$ cat src/rtl/morse_pkg.sv
// Shared types and constants for the Morse receive path.
// Optional build macro (used by morse_decoder): MORSE_DEBOUNCE_EN.
package morse_pkg;

    typedef enum logic [1:0] {
        ST_IDLE  = 2'd0,
        ST_MARK  = 2'd1,
        ST_SPACE = 2'd2
    } state_t;

    localparam logic       ELEM_DOT    = 1'b0;
    localparam logic       ELEM_DASH   = 1'b1;

    localparam logic [7:0] ASCII_QMARK = 8'h3F;
    localparam logic [7:0] ASCII_SPACE = 8'h20;

    // Longest code that is still accumulated; one more element marks the letter overlong.
    localparam logic [2:0] MAX_ELEMS   = 3'd6;

endpackage

$ cat src/rtl/morse_lut.sv
// Combinational Morse code to ASCII lookup.
// Code layout: first element in bit len-1, last element in bit 0, dash = 1.
// Bits above len-1 are always zero, so {len, code} is matched exactly.
module morse_lut
    import morse_pkg::*;
(
    input  logic [2:0] len,
    input  logic [5:0] code,
    output logic [7:0] ascii
);

    // Table lookup; anything not A-Z / 0-9 decodes as '?'.
    always_comb begin
        ascii = ASCII_QMARK;
        case ({len, code})
            {3'd2, 6'b000001}: ascii = 8'h41; // A .-
            {3'd4, 6'b001000}: ascii = 8'h42; // B -...
            {3'd4, 6'b001010}: ascii = 8'h43; // C -.-.
            {3'd3, 6'b000100}: ascii = 8'h44; // D -..
            {3'd1, 6'b000000}: ascii = 8'h45; // E .
            {3'd4, 6'b000010}: ascii = 8'h46; // F ..-.
            {3'd3, 6'b000110}: ascii = 8'h47; // G --.
            {3'd4, 6'b000000}: ascii = 8'h48; // H ....
            {3'd2, 6'b000000}: ascii = 8'h49; // I ..
            {3'd4, 6'b000111}: ascii = 8'h4A; // J .---
            {3'd3, 6'b000101}: ascii = 8'h4B; // K -.-
            {3'd4, 6'b000100}: ascii = 8'h4C; // L .-..
            {3'd2, 6'b000011}: ascii = 8'h4D; // M --
            {3'd2, 6'b000010}: ascii = 8'h4E; // N -.
            {3'd3, 6'b000111}: ascii = 8'h4F; // O ---
            {3'd4, 6'b000110}: ascii = 8'h50; // P .--.
            {3'd4, 6'b001101}: ascii = 8'h51; // Q --.-
            {3'd3, 6'b000010}: ascii = 8'h52; // R .-.
            {3'd3, 6'b000000}: ascii = 8'h53; // S ...
            {3'd1, 6'b000001}: ascii = 8'h54; // T -
            {3'd3, 6'b000001}: ascii = 8'h55; // U ..-
            {3'd4, 6'b000001}: ascii = 8'h56; // V ...-
            {3'd3, 6'b000011}: ascii = 8'h57; // W .--
            {3'd4, 6'b001001}: ascii = 8'h58; // X -..-
            {3'd4, 6'b001011}: ascii = 8'h59; // Y -.--
            {3'd4, 6'b001100}: ascii = 8'h5A; // Z --..
            {3'd5, 6'b011111}: ascii = 8'h30; // 0 -----
            {3'd5, 6'b001111}: ascii = 8'h31; // 1 .----
            {3'd5, 6'b000111}: ascii = 8'h32; // 2 ..---
            {3'd5, 6'b000011}: ascii = 8'h33; // 3 ...--
            {3'd5, 6'b000001}: ascii = 8'h34; // 4 ....-
            {3'd5, 6'b000000}: ascii = 8'h35; // 5 .....
            {3'd5, 6'b010000}: ascii = 8'h36; // 6 -....
            {3'd5, 6'b011000}: ascii = 8'h37; // 7 --...
            {3'd5, 6'b011100}: ascii = 8'h38; // 8 ---..
            {3'd5, 6'b011110}: ascii = 8'h39; // 9 ----.
            default:           ascii = ASCII_QMARK;
        endcase
    end

endmodule

$ cat src/rtl/morse_decoder.sv
// Morse receiver: synchronizes a keyed line, times marks/spaces, decodes
// letters to ASCII and presents them on a valid/ready holding register.
// Optional build macro: MORSE_DEBOUNCE_EN adds a glitch filter after the
// synchronizer (level must be stable GLITCH_CYCLES cycles to be accepted).
//
// state    | meaning
// ---------+-----------------------------------------------------------
// ST_IDLE  | line quiet, no letter in progress
// ST_MARK  | line high, timing the current element
// ST_SPACE | line low after an element; letter end at 2 units, word end at 5
module morse_decoder
    import morse_pkg::*;
#(
    parameter int UNIT_CYCLES = 12_500_000,
    parameter int CNT_W       = 27
`ifdef MORSE_DEBOUNCE_EN
    ,
    parameter int GLITCH_CYCLES = UNIT_CYCLES / 4
`endif
) (
    input  logic       clk,
    input  logic       rst,
    input  logic       key_in,
    output logic [7:0] char_data,
    output logic       char_valid,
    input  logic       char_ready,
    output logic       overrun,
    output logic       busy
);

    localparam logic [CNT_W-1:0] LETTER_CNT = CNT_W'(2 * UNIT_CYCLES);
    localparam logic [CNT_W-1:0] WORD_CNT   = CNT_W'(5 * UNIT_CYCLES);
    localparam logic [CNT_W-1:0] CNT_MAX    = '1;

    logic [1:0]       sync_q;
    logic             key_s;
    logic             key_line;

    state_t           state;
    state_t           state_next;
    logic [CNT_W-1:0] cnt;
    logic [5:0]       code;
    logic [2:0]       len;
    logic             overlong;
    logic             word_pending;

    logic             mark_end;
    logic             letter_end;
    logic             word_end;
    logic             elem;
    logic             emit;
    logic [7:0]       emit_char;
    logic [7:0]       lut_char;

    // Two-flop synchronizer for the asynchronous key line.
    always_ff @(posedge clk) begin
        if (!rst) begin
            sync_q <= '0;
        end else begin
            sync_q <= {sync_q[0], key_in};
        end
    end

    assign key_s = sync_q[1];

`ifdef MORSE_DEBOUNCE_EN
    localparam logic [CNT_W-1:0] GLITCH_LAST =
        (GLITCH_CYCLES > 0) ? CNT_W'(GLITCH_CYCLES - 1) : '0;

    logic             key_f;
    logic [CNT_W-1:0] glitch_cnt;

    // Accept a new level only after it has been held for GLITCH_CYCLES cycles.
    always_ff @(posedge clk) begin
        if (!rst) begin
            key_f      <= 1'b0;
            glitch_cnt <= '0;
        end else if (key_s == key_f) begin
            glitch_cnt <= '0;
        end else if (glitch_cnt >= GLITCH_LAST) begin
            key_f      <= key_s;
            glitch_cnt <= '0;
        end else begin
            glitch_cnt <= glitch_cnt + CNT_W'(1);
        end
    end

    assign key_line = key_f;
`else
    assign key_line = key_s;
`endif

    // Next-state decode plus element / letter / word event strobes.
    always_comb begin
        state_next = state;
        mark_end   = 1'b0;
        letter_end = 1'b0;
        word_end   = 1'b0;
        elem       = ELEM_DOT;
        emit       = 1'b0;
        emit_char  = ASCII_SPACE;
        case (state)
            ST_IDLE: begin
                if (key_line) state_next = ST_MARK;
            end
            ST_MARK: begin
                if (!key_line) begin
                    mark_end   = 1'b1;
                    elem       = (cnt >= LETTER_CNT) ? ELEM_DASH : ELEM_DOT;
                    state_next = ST_SPACE;
                end
            end
            ST_SPACE: begin
                if (cnt == LETTER_CNT) begin
                    letter_end = 1'b1;
                    emit       = 1'b1;
                    emit_char  = overlong ? ASCII_QMARK : lut_char;
                end
                if (cnt == WORD_CNT) begin
                    word_end   = 1'b1;
                    emit       = word_pending;
                    emit_char  = ASCII_SPACE;
                    state_next = ST_IDLE;
                end
                // A new mark always wins, whether or not the letter has ended.
                if (key_line) state_next = ST_MARK;
            end
            default: state_next = ST_IDLE;
        endcase
    end

    // State register and duration counter (restarts at 1 on every state change).
    always_ff @(posedge clk) begin
        if (!rst) begin
            state <= ST_IDLE;
            cnt   <= '0;
        end else begin
            state <= state_next;
            if (state_next != state) begin
                cnt <= CNT_W'(1);
            end else if (cnt != CNT_MAX) begin
                cnt <= cnt + CNT_W'(1);
            end
        end
    end

    // Element accumulation; cleared at each letter end.
    always_ff @(posedge clk) begin
        if (!rst) begin
            code         <= '0;
            len          <= '0;
            overlong     <= 1'b0;
            word_pending <= 1'b0;
        end else begin
            if (mark_end) begin
                if (len == MAX_ELEMS) begin
                    overlong <= 1'b1;
                end else begin
                    code <= {code[4:0], elem};
                    len  <= len + 3'd1;
                end
            end else if (letter_end) begin
                code         <= '0;
                len          <= '0;
                overlong     <= 1'b0;
                word_pending <= 1'b1;
            end
            if (word_end) word_pending <= 1'b0;
        end
    end

    morse_lut u_lut (
        .len   (len),
        .code  (code),
        .ascii (lut_char)
    );

    // Holding register: a new character is dropped (overrun) if the old one is still unconsumed.
    always_ff @(posedge clk) begin
        if (!rst) begin
            char_data  <= 8'h00;
            char_valid <= 1'b0;
            overrun    <= 1'b0;
        end else begin
            overrun <= 1'b0;
            if (emit) begin
                if (!char_valid || char_ready) begin
                    char_data  <= emit_char;
                    char_valid <= 1'b1;
                end else begin
                    overrun <= 1'b1;
                end
            end else if (char_valid && char_ready) begin
                char_valid <= 1'b0;
            end
        end
    end

    assign busy = (state != ST_IDLE);

endmodule

$ cat config.mk
export PLATFORM = sky130hd
export DESIGN_NAME = morse_decoder
export DESIGN_NICKNAME = d
export VERILOG_FILES = /design/src/rtl/morse_pkg.sv /design/src/rtl/morse_lut.sv /design/src/rtl/morse_decoder.sv
export SDC_FILE = /design/constraint.sdc
export NUM_CORES = 1
export LEC_CHECK = 0
export BUFFER_PORTS_ARGS = -buffer_cell sky130_fd_sc_hd__buf_2
export CORE_ASPECT_RATIO = 1.75
export CORE_UTILIZATION = 50
export DETAILED_ROUTE_END_ITERATION = 6
export PLACE_DENSITY = 0.75
export RECOVER_POWER = 50
export SETUP_SLACK_MARGIN = 0.2
export SLEW_MARGIN = 20
export SYNTH_ARGS = -nofsm -noshare
export SYNTH_HDL_FRONTEND = slang
export SYNTH_HIERARCHICAL = 1
export SYNTH_SLANG_ARGS = --single-unit
$ cat constraint.sdc
create_clock -name clk -period 2.8 [get_ports clk]
set_input_delay 0 -clock clk [delete_from_list [all_inputs] [get_ports clk]]
set_output_delay 0 -clock clk [all_outputs]
set_load 0.005 [all_outputs]
* Word-level counts from Yosys, hierarchy flattened
Cells that the tools add are included.
** Operators by class
- Add/sub/neg operators :: 2
- Magnitude comparators :: 1
- Equality and inequality tests :: 46
- Multiplexer cells :: 36
- Bitwise gates (word level) :: 2
- Reductions and logical operators :: 16
** Operators with widths (number)
- $pmux W7 S36 :: 1
- $eq A9 B9 Y1 const B :: 22
- $eq A9 B8 Y1 const B :: 12
- $mux W8 :: 4
- $add A27 B1 Y27 const B :: 1
- $eq A27 B25 Y1 const B :: 1
- $eq A27 B26 Y1 const B :: 1
- $ge A27 B25 Y1 const B :: 1
- $ne A27 B27 Y1 const B :: 1
- $mux W1 :: 20
- $eq A9 B7 Y1 const B :: 2
- $mux W6 :: 3
- $reduce_and A2 Y1 :: 6
- $mux W3 :: 3
- $mux W2 :: 4
- $reduce_bool A2 Y1 :: 4
- $pmux W2 S3 :: 1
- $ne A2 B1 Y1 const B :: 2
- $reduce_or A2 Y1 :: 2
- $add A3 B1 Y3 const B :: 1
- $eq A3 B3 Y1 const B :: 1
- $eq A2 B1 Y1 const B :: 1
- $eq A2 B2 Y1 const B :: 1
- $logic_not A2 Y1 :: 1
- other kinds (6) :: 7
** Word-level totals
- Register bits :: 52
- Output and inout bits :: 11

* Longest topological paths before layout
Gate-level depths: netlist of the first run.
- Depth in word-level cells :: 6
- Gate-level depth with buffers :: 9
- Mapped depth without buffers :: 7

* Modules after synthesis
The synthesis of the first run kept the hierarchy.
** By module, submodules not included
- morse_decoder :: times used 1, cells each 309, area an instance 2577.5 um2, seq. area each 1041.0 um2
- morse_lut :: times used 1, cells each 129, area an instance 912.1 um2, seq. area each 0.0 um2

* Worst setup path after synthesis of the first run
OpenSTA, ideal clock, no wires.
- Kind :: register -> register
- Start point :: register len[0]
- End point :: register char_data[5]
- Setup time :: 0.116 ns
- Data arrival time :: 2.209 ns
- Setup slack :: 0.475 ns
- Cell stages (with the launch flop) :: 8
- Period minus slack after synthesis :: 2.325 ns
- Cell sequence :: dfxtp_1 > or4b_1 > nor4_2 > and4bb_4 > nand3_2 > nor4_1 > or4_1 > o211a_1
** Between the ends
- Longest elaborated chain between the ends :: 6
- Elaborated cells on any way between the ends :: 41
- Classes of those cells :: eq/ne (36); mux (5)
** Ends and longest elaborated chain
- start, declared :: line morse_decoder.sv:43 : logic [2:0] len;
- start signal, assigned :: line morse_decoder.sv:160 : len <= len + 3'd1;
- $eq A9 B9 Y1, or another cell as far along :: line morse_lut.sv:15 : case ({len, code})
- $pmux W7 S36 * :: line morse_lut.sv:15
- named net lut_char[5] :: line morse_decoder.sv:53 : logic [7:0] lut_char;
- $mux W8 * :: line morse_decoder.sv:117 : emit_char = overlong ? ASCII_QMARK : lut_char;
- $mux W8 * :: line morse_decoder.sv:114 : if (cnt == LETTER_CNT) begin
- $mux W8 * :: line morse_decoder.sv:119 : if (cnt == WORD_CNT) begin
- $mux W8 * :: line morse_decoder.sv:102 : case (state)
- end signal, assigned :: line morse_decoder.sv:188 : char_data <= emit_char;
- end, declared :: line morse_decoder.sv:24 : output logic [7:0] char_data,
Mark *: on every way through the listed nets, which the timed path passes. The rest lies on a longest branch.
A chain may end at the register's enable or synchronous reset.

* Final worst setup path of the first run
- Start point :: register cnt[5]
- End point :: register cnt[21]
** Between the ends
- Longest elaborated chain between the ends :: 6
- Elaborated cells on any way between the ends :: 8
- Classes of those cells :: add/sub (1); eq/ne (3); mux (3); reduce/logical (1)
** Ends and longest elaborated chain
- start, declared :: line morse_decoder.sv:41 : logic [CNT_W-1:0] cnt;
- start signal, assigned :: line morse_decoder.sv:142 : cnt <= cnt + CNT_W'(1);
- $eq A27 B26 Y1 :: line morse_decoder.sv:119
- $mux W2 :: line morse_decoder.sv:119
- $mux W2 :: line morse_decoder.sv:126 : if (key_line) state_next = ST_MARK;
- $pmux W2 S3 :: line morse_decoder.sv:102
- $ne A2 B2 Y1 :: line morse_decoder.sv:139 : if (state_next != state) begin
- $reduce_or A2 Y1 (no line)
Several ways; a longest one is shown, not always the timed one.

==> results.txt, run 1 <==
----------------------------------------------------
[Timing]
  Unrepaired setup endpoints after global routing ... false
  Crit path time final ... around 2500 ps
  Tightest slew margin relative to the limit ... between 50% and 60%
  Endpoints failing setup ... 0
  Maximum clock frequency ... around 0.4 GHz
  Final-report hold violation count ... 0
  Crit share post-route ... between 90 and 100%
  Max-slew violation total from the final report ... 0
  Largest clock skew in the final design ... between 6 and 7 ps
  Setup TNS Final ... 0 ps
  Setup ws final ... ~250 ps
  Worst-Margin Slew ... a little over 700 ps

[Floorplan]
  Die boundary width ... between 60 and 70 um
  Die span in y ... ~110 um
  Floorplan die area ... 7330 um2
  Initial Utilization ... around 53%
  FP Rows ... 39
  Total I/O pin count ... 15
  Core region area ... 6640 um2

[Outcome]
  Outcome ... finished clean

[Power and ir drop]
  Fraction of power consumed by sequential logic ... 49.6%
  Logic pwr share ... 4.8%
  Leakage ... about 1.3 nW
  Fraction of power consumed by the clock network ... between 40% and 50%
  Power spent charging and discharging nets ... between 0.0003 and 0.0004 W
  Worst-case vdd ir drop ... a little over 500 uV
  Power per standard cell area ... ~400 nW/um2
  Power Internal ... approximately 0.0012 W
  Switching Fraction ... between 20% and 30%

[Critical path]
  Number of buffers and inverters on the critical path ... 0
  Largest stage delay on the critical path ... between 600 and 700 ps
  Data required, critical path ... 3030 ps
  Worst path top cell family by delay ... simple AND/OR/NAND/NOR gates
  Slowest stage cell, crit path ... sky130_fd_sc_hd__or4_4
  Crit end category ... flop
  Endpoint arrival time on the critical path ... around 2800 ps
  Classification of the worst setup path ... reg2reg
  Crit start category ... flop
  Critical Path, Cell by Cell ... nand4_1 -> or4_4 -> or2_0 -> or4_1 -> a21oi_1
  Largest fanout on the critical path ... 10

[Drt]
  DRT antenna net count ... 0
  First-pass detailed-route iteration total ... 5
  Routed wirelength normalized by instance count ... 18.0 um
  Number of violations reported at the end of detailed-routing iteration 0 ... 219
  Via density per instance ... ~6.5
  Total Routed Length ... 9530 um
  # DRC ... 0
  Total via count after detailed routing ... around 3500

[Synth]
  XOR/XNOR share of the synthesized area ... approximately 4.8%
  Post-synth net total ... 446
  Area of the mapped netlist ... ~3500 um2
  Proportion of synthesized area in mux cells ... 0.287%
  Dominant combinational cell family by area after synthesis ... simple AND/OR/NAND/NOR gates
  Gate count after technology mapping ... ~440
  Share of flip-flops with an asynchronous set or reset after synthesis ... 0%
  Number of flip-flops and latches in the synthesized netlist ... 52
  Simple-Gate Fraction of Synth Area ... between 30% and 40%
  Yosys warns ... 6
  EDFF count, synth ... 0
  Dominant register cell in the synthesized netlist ... sky130_fd_sc_hd__dfxtp_1
  Seq/Total Area, Yosys ... between 20 and 30%
  Share of synthesized cell area in full adder, half adder and majority cells ... between 1 and 1.5%
  Syn_area_per_cell ... 7.97 um2
  Complex-gate fraction of the synthesized area ... between 10% and 20%
  Yosys cell types ... between 70 and 80

[Global route]
  GRT Util Overall ... about 28%
  Initial antenna violation count ... 0
  Pin count of the biggest net entering global routing ... 30
  GR Overflow Total ... 0
  Wire length of the first global-routing pass ... around 16000 um
  Via count of the first global-routing pass ... between 3000 and 4000

[Place]
  DPL Wire Length ... 7140 um
  Post-DP Area ... 3640 um2
  Placer's final routability congestion estimate ... 0.942
  Pre-CTS WS ... ~300 ps
  Placed Cells incl. Taps ... 521
  I/O Buffers ... 14

[CTS]
  Clock sinks ... 52
  Clock buffers created by TritonCTS ... 5
  Level count of the clock H-tree ... 2
  Clock root buffer ... sky130_fd_sc_hd__clkbuf_16
  Clock Path Buffers ... 2
  Clock transition time at the flip-flop clock pins of the worst setup and hold paths ... approximately 70 ps
  Clock latency on the worst-skew pair ... roughly 290 ps
  CTS tree ... done

[Cells and area]
  Utilization after layout ... between 50% and 60%
  Layout Cell Area excl Fill ... roughly 3800 um2
  Share of final-layout standard cells stronger than drive strength 1 ... between 10% and 20%
  Number of diodes ... 0
  Area delta synth->final ... 9.07%
  Filler-free cell count of the finished design ... 530
  Most frequent cells in the layout ... sky130_fd_sc_hd__dfxtp_1 (50), sky130_fd_sc_hd__nand2_1 (40), sky130_fd_sc_hd__nor2_1 (30)
  Nets ... between 400 and 500
  Commonest non-fill, non-tap cell in the layout ... sky130_fd_sc_hd__dfxtp_1

[Hold path]
  Kind of path behind the tightest hold check ... in2reg

[Run]
  Max-capacitance violation count ... 0

----------------------------------------------------
[synthesized netlist by cell type (all sizes together), types with 2 or more instances]
library cell / count / area share (%)
a21oi: 23 / 3.3
nor4bb: 4 / 1.1
nand4: 21 / 4.4
nor4: 12 / 2.3
nor3: 6 / 0.86
or4bb: 2 / 0.65
nor3b: 4 / 0.86
buf: 17 / 3.0
and4: 6 / 1.6
a32oi: 2 / 0.50
nor2: 30 / 3.2
a311oi: 2 / 0.50
nand4b: 6 / 1.5
o21ai: 22 / 3.3
nand2: 40 / 4.3
nand2b: 4 / 0.72
ha: 4 / 1.4
nand3: 23 / 3.4
o32a: 2 / 0.65
o31ai: 8 / 1.7
xnor2: 12 / 3.0
or2: 5 / 0.90
a22oi: 2 / 0.43
o211ai: 7 / 1.6
or4: 12 / 2.7
o22ai: 3 / 0.54
or4b: 4 / 1.1
a21boi: 9 / 1.9
or3: 8 / 1.5
and3: 9 / 1.6
nor4b: 3 / 1.2
nand3b: 5 / 1.1
and4bb: 2 / 0.82
inv: 10 / 1.1
clkbuf: 13 / 1.4
nor2b: 9 / 1.6
a31oi: 3 / 0.54
a211oi: 4 / 0.86
dfxtp: 52 / 30
xor2: 7 / 1.8
and2: 5 / 0.90
o21a: 3 / 0.65
[flip-flops by register name, summed over array words and instances (netlist names)]
register,flops
cnt,27
char_data,8
code,6
len,3
state,2
sync_q,2
char_valid,1
overlong,1
overrun,1
word_pending,1
[power by group through the flow]
stage,Sequential [W],Clock [W],Combinational [W]
3_5_place_dp,0.000774,0,0.0000722
2_1_floorplan,0.000771,0,0.0000559
3_3_place_gp,0.000773,0,0.0000717
5_1_grt,0.000758,0.000733,0.0000811
4_1_cts,0.000756,0.000706,0.0000737
6_report,0.000757,0.000694,0.0000738
[metal layers]
metal / vias up / routed length [um] / track usage [%]
li1: 1668 / - / -
met1: 1626 / 3430 / 27.3
met2: 133 / 5150 / 52.3
met3: 37 / 405 / 3.96
met4: 0 / 554 / 16.4
met5: - / 0 / 0
[through the flow]
step           hold WS, ps  total power [W]
3_3_place_gp           215         0.000845
6_report              72.4          0.00152
5_1_grt               94.6          0.00157
2_1_floorplan          127         0.000827
3_5_place_dp           218         0.000846
4_1_cts               70.7          0.00154
[path summary, 6_finish.rpt]
check	startpoint	end	slack [ps]	cells past startpoint
max	cnt[5]$_SDFFE_PP0P_	cnt[21]$_SDFFE_PP0P_	250	5
min	char_ready	overrun$_SDFF_PN0_	70	3
max reg2reg	cnt[5]$_SDFFE_PP0P_	cnt[21]$_SDFFE_PP0P_	250	5
min reg2reg	sync_q[0]$_SDFF_PN0_	sync_q[1]$_SDFF_PN0_	430	1
[logic make-up after synthesis]
group,Yosys count
simple gates,223
xor+xnor,19
other cells,1
flops,52
buf+inv,40
mux,1
compound gates,98
fa+ha+maj,4
[final cells by class]
class	count	area, um2
Sequential cell	52	1040
Tap cell	82	103
Inverter	10	37.5
Clock buffer	5	125
Clock inverter	3	42.5
Fill cell	649	2830
Timing Repair Buffer	32	198
Multi-Input combinational cell	346	2260
[tightest hold or removal path: cells and delay by family]
kind	cells	cell delay, ps
AND/OR/NAND/NOR	2	240
buffers and inverters	1	80
[repair_timing]
| item | in CTS | in global routing |
|---|---|---|
| gates resized for setup | 0 | 3 |
| endpoints found under the hold margin | 1 | 0 |
| setup buffers | 0 | 0 |
| hold buffers | 1 | 0 |
| setup endpoints to repair | 0 | 3 |
Note: power is estimated with default switching activity, not from simulation.
==> inputs of run 2 (changes only) <==
--- a/config.mk
+++ b/config.mk
@@ -7,11 +7,13 @@
 export LEC_CHECK = 0
 export BUFFER_PORTS_ARGS = -buffer_cell sky130_fd_sc_hd__buf_2
 export CORE_ASPECT_RATIO = 1.75
+export CORE_MARGIN = 8
 export CORE_UTILIZATION = 50
 export DETAILED_ROUTE_END_ITERATION = 6
 export PLACE_DENSITY = 0.75
 export RECOVER_POWER = 50
 export SETUP_SLACK_MARGIN = 0.2
+export SKIP_CTS_REPAIR_TIMING = 1
 export SLEW_MARGIN = 20
 export SYNTH_ARGS = -nofsm -noshare
 export SYNTH_HDL_FRONTEND = slang
==> results.txt, run 2 (synthesis results as in run 1) <==
----------------------------------------------------
[Cells and area]
  Biggest registers after layout ... cnt x27, char_data x8, code x6
  Number of diodes ... 0
  Area delta synth->final ... 8.86%
  Share of final-layout standard cells stronger than drive strength 1 ... 12.4%
  Commonest non-fill, non-tap cell in the layout ... sky130_fd_sc_hd__dfxtp_1
  Number of flip-flops under the largest register name ... 27
  Nets ... 457
  Filler-free cell count of the finished design ... between 500 and 600
  Fill cell total of the finished layout ... about 650
  Most frequent cells in the layout ... sky130_fd_sc_hd__dfxtp_1 (49), sky130_fd_sc_hd__nand2_1 (40), sky130_fd_sc_hd__nor2_1 (30)
  Top register by number of flip-flops ... cnt

[CTS]
  Level count of the clock H-tree ... 2
  Clock buffers created by TritonCTS ... 5
  Clock root buffer ... sky130_fd_sc_hd__clkbuf_16
  Clock transition time at the flip-flop clock pins of the worst setup and hold paths ... 60 ps
  Clock sinks ... 52
  Clock latency on the worst-skew pair ... slightly below 300 ps
  CTS tree ... done
  Clock Path Buffers ... 2

[Place]
  Placed Cells incl. Taps ... about 530
  DPL Wire Length ... around 7300 um
  I/O Buffers ... 14
  Placer's final routability congestion estimate ... roughly 0.93

[Floorplan]
  Die span in y ... between 100 and 150 um
  Initial Utilization ... between 50% and 60%
  Core region area ... between 6000 and 7000 um2
  Die boundary width ... just under 80 um
  FP Rows ... 40
  Total I/O pin count ... 15
  Floorplan die area ... ~10000 um2

[Drt]
  Total via count after detailed routing ... roughly 3500
  DRT antenna net count ... 0
  Total Routed Length ... between 9000 and 10000 um
  Number of violations reported at the end of detailed-routing iteration 0 ... 173
  Routed wirelength normalized by instance count ... around 18 um
  # DRC ... 0
  Via density per instance ... roughly 6.5
  First-pass detailed-route iteration total ... 5

[Hold path]
  Worst hold path startpoint ... char_ready
  Kind of path behind the tightest hold check ... in2reg
  Hold Path Cell Cnt ... 3
  Worst hold endpoint ... overrun$_SDFF_PN0_

[Timing]
  Crit path time final ... ~2700 ps
  Max-slew violation total from the final report ... 0
  Crit share post-route ... between 90 and 100%
  Endpoints failing setup ... 0
  Tightest slew margin relative to the limit ... around 42%
  Final-report hold violation count ... 0
  Largest clock skew in the final design ... 4.00 ps
  Maximum clock frequency ... 0.376 GHz
  Setup TNS Final ... 0 ps
  Unrepaired setup endpoints after global routing ... true
  Worst-Margin Slew ... 869 ps

[Power and ir drop]
  Worst-case vdd ir drop ... 357 uV
  Leakage ... 1.25 nW
  Power per standard cell area ... about 380 nW/um2

[Global route]
  Via count of the first global-routing pass ... 3322
  Initial antenna violation count ... 0
  Pin count of the biggest net entering global routing ... 30
  GR Overflow Total ... 0
  GRT Util Overall ... between 10% and 20%
  Wire length of the first global-routing pass ... about 16000 um

[Critical path]
  Classification of the worst setup path ... reg2reg
  Reg2Reg Launch Point ... code[4]$_SDFFE_PN0P_
  Slowest stage cell, crit path ... sky130_fd_sc_hd__nor3_1
  Endpoint of the worst-slack reg-to-reg timing path ... char_data[5]$_SDFFE_PN0P_
  Endpoint arrival time on the critical path ... 2840 ps
  Critical Path, Cell by Cell ... buf_4 -> nor3_1 -> and4_4 -> and4bb_4 -> nand3_2 -> nor4_1 -> or4_1 -> o211a_1
  Crit end category ... flop
  Minimum setup slack among reg-to-reg paths ... about 140 ps
  Crit start category ... flop
  Logic depth of the worst register-to-register path ... 8
  Largest stage delay on the critical path ... a little over 700 ps
  Data required, critical path ... roughly 3000 ps
  Largest fanout on the critical path ... 8

[Run]
  Max-capacitance violation count ... 0

[Outcome]
  Outcome ... finished clean

----------------------------------------------------
-- run 2: layer usage --
metal	part of all wire, %	track usage, %
met5	0	0
met3	3.8	2.48
met1	35	17.4
met2	54	35.4
met4	6.9	16.2
-- run 2: stage by stage --
step	total power, W	setup slack [ps]	util, %	instance area, um2	hold WS [ps]
floorplan	0.000827	475	-	3490	127
global placement	0.000844	346	53.7	3650	227
detailed placement	0.000846	273	53.7	3650	227
CTS	0.00147	250	55.9	3800	-79.8
global route	0.00150	146	55.8	3800	90.7
finish	0.00145	143	55.8	3800	74.0
-- run 2: worst max path at each step --
stage | startpoint | to | slack (ps) | cells past startpoint
floorplan | len[0]$_SDFFE_PN0P_ | char_data[5]$_SDFFE_PN0P_ | 480 | 7
global placement | code[1]$_SDFFE_PN0P_ | char_data[2]$_SDFFE_PN0P_ | 350 | 7
detailed placement | len[1]$_SDFFE_PN0P_ | char_data[5]$_SDFFE_PN0P_ | 270 | 7
CTS | code[1]$_SDFFE_PN0P_ | char_data[2]$_SDFFE_PN0P_ | 250 | 7
global route | len[0]$_SDFFE_PN0P_ | char_data[5]$_SDFFE_PN0P_ | 150 | 7
finish | code[4]$_SDFFE_PN0P_ | char_data[5]$_SDFFE_PN0P_ | 140 | 8
-- run 2: critical path: cells and delay by family, from the launching register on --
family	cells	cell delay (ps)
flip-flops	1	320
buffers and inverters	1	170
AND/OR/NAND/NOR	6	1920
AO/OA/AOI/OAI	1	140
-- run 2: report_power, final --
| group | internal [W] | leakage, nW | switching (W) | total (W) |
|---|---|---|---|---|
| clock network | 0.000356 | 0.0701 | 0.000266 | 0.000622 |
| registers | 0.000747 | 0.422 | 0.0000117 | 0.000758 |
| logic | 0.0000302 | 0.760 | 0.0000430 | 0.0000731 |
| total | 0.00113 | 1.25 | 0.000321 | 0.00145 |
-- run 2: layout make-up --
class / instances / area, um2 / area share, %
multi-input combinational: 346 / 2250 / 59.3
sequential: 52 / 1040 / 27.5
timing repair buffer: 34 / 210 / 5.53
clock buffer: 7 / 143 / 3.75
tap: 84 / 105 / 2.77
inverter: 10 / 37.5 / 0.988
clock inverter: 1 / 7.51 / 0.198
